--- config.mk ---
export PLATFORM = sky130hd
export DESIGN_NAME = regfile_read_arbiter_flat
export DESIGN_NICKNAME = d
export VERILOG_FILES = /design/src/rtl/regfile_read_arbiter_if.sv /design/src/rtl/regfile_read_arbiter.sv /design/src/flat_wrapper.sv
export SDC_FILE = /design/constraint.sdc
export NUM_CORES = 1
export LEC_CHECK = 0
export ABC_CLOCK_PERIOD_IN_PS = 6500
export CAP_MARGIN = 10
export CORE_MARGIN = 4
export CORE_UTILIZATION = 39
export CTS_CLUSTER_SIZE = 40
export DETAILED_ROUTE_END_ITERATION = 7
export PLACE_DENSITY = 0.83
export SLEW_MARGIN = 15
export SYNTH_ARGS = -nofsm -noshare
export SYNTH_HDL_FRONTEND = slang
export SYNTH_SLANG_ARGS = --single-unit
export TNS_END_PERCENT = 30
--- constraint.sdc ---
create_clock -name clock -period 6.5 [get_ports clock]
set_input_delay 0.65 -clock clock [delete_from_list [all_inputs] [get_ports clock]]
set_output_delay 0.65 -clock clock [all_outputs]
set_load 0.02 [all_outputs]
--- src/rtl/regfile_read_arbiter_if.sv ---
// Shared register-file read port bundle: four requesters, the arbiter's grant/select,
// the read-mux return path and the registered read result.
interface regfile_read_arbiter_if;
    localparam int unsigned NREQ = 4;
    localparam int unsigned AW   = 5;
    localparam int unsigned DW   = 32;
    localparam int unsigned IDW  = 2;

    logic [NREQ-1:0]    req;
    logic [NREQ*AW-1:0] addr;
    logic               hold;
    logic [NREQ-1:0]    gnt;
    logic [AW-1:0]      sel;
    logic [DW-1:0]      mux_data;
    logic               rd_valid;
    logic [IDW-1:0]     rd_id;
    logic [DW-1:0]      rd_data;

    // Requester/register-file side
    modport master (
        output req, addr, hold, mux_data,
        input  gnt, sel, rd_valid, rd_id, rd_data
    );

    // Arbiter side
    modport slave (
        input  req, addr, hold, mux_data,
        output gnt, sel, rd_valid, rd_id, rd_data
    );
endinterface

--- src/rtl/regfile_read_arbiter.sv ---
// Round-robin arbiter sharing one 32-entry register-file read port among four requesters;
// grant/select are combinational, read data returns registered one cycle later with its ID.
module regfile_read_arbiter (
    input  logic                  clock,
    input  logic                  reset_n,
    regfile_read_arbiter_if.slave bus
);
    localparam int unsigned NREQ = 4;
    localparam int unsigned AW   = 5;
    localparam int unsigned DW   = 32;
    localparam int unsigned IDW  = 2;

    logic [IDW-1:0]          ptr_q, ptr_d;
    logic                    rd_valid_q, rd_valid_d;
    logic [IDW-1:0]          rd_id_q, rd_id_d;
    logic [DW-1:0]           rd_data_q, rd_data_d;

    logic [NREQ-1:0][AW-1:0] addr_a;
    logic [IDW-1:0]          scan_idx;
    logic                    win_found;
    logic [IDW-1:0]          win_id;
    logic [AW-1:0]           win_addr;
    logic                    xfer;
    logic [NREQ-1:0]         gnt_c;
    logic [AW-1:0]           sel_c;

    assign addr_a = bus.addr;

    // Scan from the priority pointer; the 2-bit add wraps naturally mod 4
    always_comb begin
        win_found = 1'b0;
        win_id    = '0;
        scan_idx  = '0;
        for (int k = 0; k < NREQ; k++) begin
            scan_idx = ptr_q + IDW'(k);
            if (!win_found && bus.req[scan_idx]) begin
                win_found = 1'b1;
                win_id    = scan_idx;
            end
        end
    end

    // Grant only outside reset and stall; the winner's req is high by construction
    always_comb begin
        xfer     = win_found && !bus.hold && reset_n;
        win_addr = addr_a[win_id];
        gnt_c    = '0;
        sel_c    = '0;
        if (xfer) begin
            gnt_c[win_id] = 1'b1;
            sel_c         = win_addr;
        end
    end

    assign bus.gnt = gnt_c;
    assign bus.sel = sel_c;

    // Next state: r0 reads as zero whatever the mux tree presents
    always_comb begin
        ptr_d      = ptr_q;
        rd_valid_d = 1'b0;
        rd_id_d    = rd_id_q;
        rd_data_d  = rd_data_q;
        if (xfer) begin
            ptr_d      = win_id + IDW'(1);
            rd_valid_d = 1'b1;
            rd_id_d    = win_id;
            rd_data_d  = (win_addr == AW'(0)) ? DW'(0) : bus.mux_data;
        end
    end

    always_ff @(posedge clock) begin
        if (!reset_n) begin
            ptr_q      <= '0;
            rd_valid_q <= 1'b0;
            rd_id_q    <= '0;
            rd_data_q  <= '0;
        end else begin
            ptr_q      <= ptr_d;
            rd_valid_q <= rd_valid_d;
            rd_id_q    <= rd_id_d;
            rd_data_q  <= rd_data_d;
        end
    end

    assign bus.rd_valid = rd_valid_q;
    assign bus.rd_id    = rd_id_q;
    assign bus.rd_data  = rd_data_q;
endmodule

--- src/flat_wrapper.sv ---
// flat-port wrapper written by rule: the top's interface ports become plain ports
module regfile_read_arbiter_flat 
  (clock, reset_n, bus_req, bus_addr, bus_hold, bus_mux_data, bus_gnt, bus_sel, bus_rd_valid, bus_rd_id, bus_rd_data);
  regfile_read_arbiter_if bus_i ();
  input  logic clock;
  input  logic reset_n;
  input wire logic [$bits(bus_i.req)-1:0] bus_req;
  input wire logic [$bits(bus_i.addr)-1:0] bus_addr;
  input wire logic [$bits(bus_i.hold)-1:0] bus_hold;
  input wire logic [$bits(bus_i.mux_data)-1:0] bus_mux_data;
  output wire logic [$bits(bus_i.gnt)-1:0] bus_gnt;
  output wire logic [$bits(bus_i.sel)-1:0] bus_sel;
  output wire logic [$bits(bus_i.rd_valid)-1:0] bus_rd_valid;
  output wire logic [$bits(bus_i.rd_id)-1:0] bus_rd_id;
  output wire logic [$bits(bus_i.rd_data)-1:0] bus_rd_data;
  assign bus_i.req = bus_req;
  assign bus_i.addr = bus_addr;
  assign bus_i.hold = bus_hold;
  assign bus_i.mux_data = bus_mux_data;
  assign bus_gnt = bus_i.gnt;
  assign bus_sel = bus_i.sel;
  assign bus_rd_valid = bus_i.rd_valid;
  assign bus_rd_id = bus_i.rd_id;
  assign bus_rd_data = bus_i.rd_data;
  regfile_read_arbiter u_core (.clock(clock), .reset_n(reset_n), .bus(bus_i));
endmodule
==> summary.txt <==
Placed design
  – Port Buffers: 102
  – Detail Placement HPWL: 3290 um
  – Gp weighted congestion: 0.880

STA
  – Rel. slew slack: 0.412
  – Setup-violating endpoint count in the final report: 0
  – FMAX: 0.257 GHz
  – Final sum of negative setup slack: 0 ns
  – Final worst path period need: 3.89 ns
  – Total count of hold-check failures in the final report: 0
  – Clock skew after layout: 0.00940 ns
  – Fin Hold WS: 0.455 ns
  – Worst-margin pin slew: 0.881 ns
  – Tcrit/Tclk final: 0.599
  – Count of final max-slew check failures: 0
  – RSZ-0062 raised after global routing: no

Logic synthesis
  – Multiplexer area fraction after synthesis: 0.0982
  – Post-Syn Instances: 142
  – Post-synth net total: 205
  – Average footprint of a synthesized cell: 11.5 um^2
  – Area fraction in compound gates after synthesis: 0.276
  – Yosys warning total: 0
  – Register bit count reported by yosys: 37
  – Portion of the post-synthesis area used by sequential elements: 0.454
  – Simple-Gate Fraction of Synth Area: 0.0790
  – Adder-Cell Fraction of Synth Area: 0.0307
  – Fraction of synthesized cell area in xor and xnor cells: 0
  – Synth Cell Area: 1630 um^2
  – Cell variety after synth: 26
  – Largest family of logic cells by synthesized area: compound AO/OA/AOI/OAI gates

Clock network
  – Number of setup buffers added after CTS: 0
  – Buffer cell driving the clock tree root: clkbuf_8
  – Insertion delay of the later-clocked pin in the worst-skew pair: 0.29 ns
  – CTS tree: built
  – # H-tree levels: 2
  – # hold bufs at CTS: 0
  – # clock sinks: 37
  – Max clock buf depth: 2
  – Count of cells resized by post-cts repair: 0
  – Clock buffers created by TritonCTS: 5
  – Reg clk slew, reported paths: 0.07 ns

Worst setup path
  – Worst path arrival time: 3.24 ns
  – Largest fanout on the critical path: 13
  – Setup CP Type: in2out
  – Required time of the critical path: 5.85 ns
  – Startpoint kind of the worst setup timing path: primary input
  – Sort of element at the end of the critical path: primary output

Cells and area
  – Growth of design area from synthesis to finish: 69.6%
  – N_diodes: 0
  – Fill cell instance count of the final layout: 324
  – Nets@finish: 302
  – Final cell utilization of the core: 0.686
  – Layout cell share with drive strength beyond 1: 0.200

Floorplanning
  – Width of the chip: 72.7 um
  – Number of core rows: 23
  – Top-level I/O count: 103
  – Die footprint: 5280 um^2
  – Effective utilization at floorplan: 0.405
  – Core box area: 4030 um^2
  – Height of the die: 72.7 um

Flow run
  – # Max-Cap Violations: 0

Outcome
  – Status: finished, final reports clean

Power
  – Clk network pwr share: 0.313
  – Pwr per Cell Area: 229 nW/um^2
  – Switching power as a share of total power: 0.273
  – Leakage: 1.23 nW
  – P_int: 0.461 mW
  – Power spent charging and discharging nets: 0.173 mW
  – Share of total power in combinational logic: 0.282
  – Share of power burned in registers: 0.406
  – Worst-case vdd ir drop: 0.199 mV

Drt
  – Average vias per placed instance: 5.12
  – Residual DRC count: 0
  – Post-Route WL: 4500 um
  – First-pass detailed-route iteration total: 4
  – Initial DRC count: 55
  – Total via count in the routed design: 1486
  – Number of nets still failing antenna checks after routing: 0
  – Wire length per cell after detailed routing: 15.5 um

Worst hold path
  – Kind of path behind the tightest hold check: reg2reg

Global routing
  – Vias in the first global route: 1493
  – Global router's overall resource usage: 0.173
  – Number of antenna violations at the first check in global routing: 0
  – Total overflow reported by the global router: 0
  – First-pass GRT wire length: 7190 um
  – Pin count of the biggest net entering global routing: 50
## cell families after synthesis
group,count (synthesis)
AO/OA/AOI/OAI,45
adder cells (fa/ha/maj),4
buffers and inverters,18
flip-flops,37
multiplexers,16
AND/OR/NAND/NOR,22
## final cells by class
| type | count | area (um^2) | area share |
|---|---|---|---|
| Clock buffer | 5 | 68.8 | 0.0249 |
| Clock inverter | 3 | 46.3 | 0.0167 |
| Inverter | 4 | 15.0 | 0.00543 |
| Multi-Input combinational cell | 87 | 796 | 0.288 |
| Sequential cell | 37 | 741 | 0.268 |
| Tap cell | 50 | 62.6 | 0.0226 |
| Timing Repair Buffer | 104 | 1040 | 0.375 |
## through the flow
step                      cell area [um^2]  power [mW]  std cells  setup slack (ns)
final                                 2770       0.634        290              2.61
after global routing                  2770       0.666        290              2.45
after CTS                             2770       0.642        290              2.59
after detailed placement              2650       0.442        282              2.61
after global placement                2650       0.440        282              2.69
after floorplan                       1630       0.356        142              4.01
## power groups by stage
stage	logic [mW]	registers, mW	clock network (mW)
after global routing	0.192	0.260	0.215
after CTS	0.180	0.257	0.204
after floorplan	0.0723	0.283	0
after global placement	0.178	0.262	0
final	0.178	0.257	0.198
after detailed placement	0.180	0.262	0
## metal layers
layer,up-vias,global-route usage,part of all wire
li1,740,-,-
met1,687,0.212,0.44
met2,53,0.289,0.46
met3,6,0.0634,0.082
met4,0,0.0430,0.011
met5,-,0,0
## synth_stat cells, drive strengths merged
cell type / instances / share of area
a21o: 1 / 0.0046
o21ai: 6 / 0.018
nor4: 1 / 0.0038
buf: 5 / 0.032
and2: 9 / 0.035
mux2i: 16 / 0.098
nor3: 1 / 0.0061
inv: 4 / 0.0092
dfxtp: 37 / 0.45
a2bb2oi: 1 / 0.0054
o2bb2a: 1 / 0.0061
nor2b: 1 / 0.0038
a21oi: 2 / 0.0061
nor3b: 1 / 0.0046
ha: 4 / 0.031
nand2: 5 / 0.013
a21boi: 1 / 0.0046
a32o: 32 / 0.22
or3b: 1 / 0.0054
clkbuf: 9 / 0.021
o221ai: 1 / 0.0092
nor2: 3 / 0.0069
## path summary, 6_finish.rpt
kind / from / end / slack [ns] / cells past startpoint
worst max-delay path: bus_req[0] / bus_sel[1] / 2.61 / 7
worst min-delay path: u_core.bus.rd_id[0] / u_core.bus.rd_id[0] / 0.46 / 1
worst max register to register: u_core.ptr_q[1] / u_core.bus.rd_data[15] / 3.72 / 7
worst min register to register: u_core.bus.rd_id[0] / u_core.bus.rd_id[0] / 0.46 / 1
## registers in the layout, indices dropped and copies added, names as in the netlist
name                 count
u_core.bus.rd_id         2
u_core.bus.rd_data      32
u_core.ptr_q             2
u_core.bus.rd_valid      1
## cells in the final DEF (no fill, tap or decap), types with 2 or more instances in the layout
| cell type | instances |
|---|---|
| mux2i_1 | 16 |
| a32o_2 | 32 |
| clkdlybuf4s50_1 | 102 |
| a21oi_1 | 2 |
| nand2_1 | 4 |
| o21ai_0 | 5 |
| and2_1 | 8 |
| nor2_1 | 3 |
| dfxtp_1 | 37 |
| inv_1 | 4 |
| ha_1 | 4 |
| buf_4 | 2 |
| clkbuf_8 | 5 |
## worst max-delay path, cell delays in order
cell	delay [ns]
clkdlybuf4s50_1	0.56
a21boi_1	0.11
o221ai_2	0.71
mux2i_1	0.21
mux2i_1	0.25
and2_1	0.16
clkdlybuf4s50_1	0.60
No activity file was read; power rests on OpenSTA's default activity.
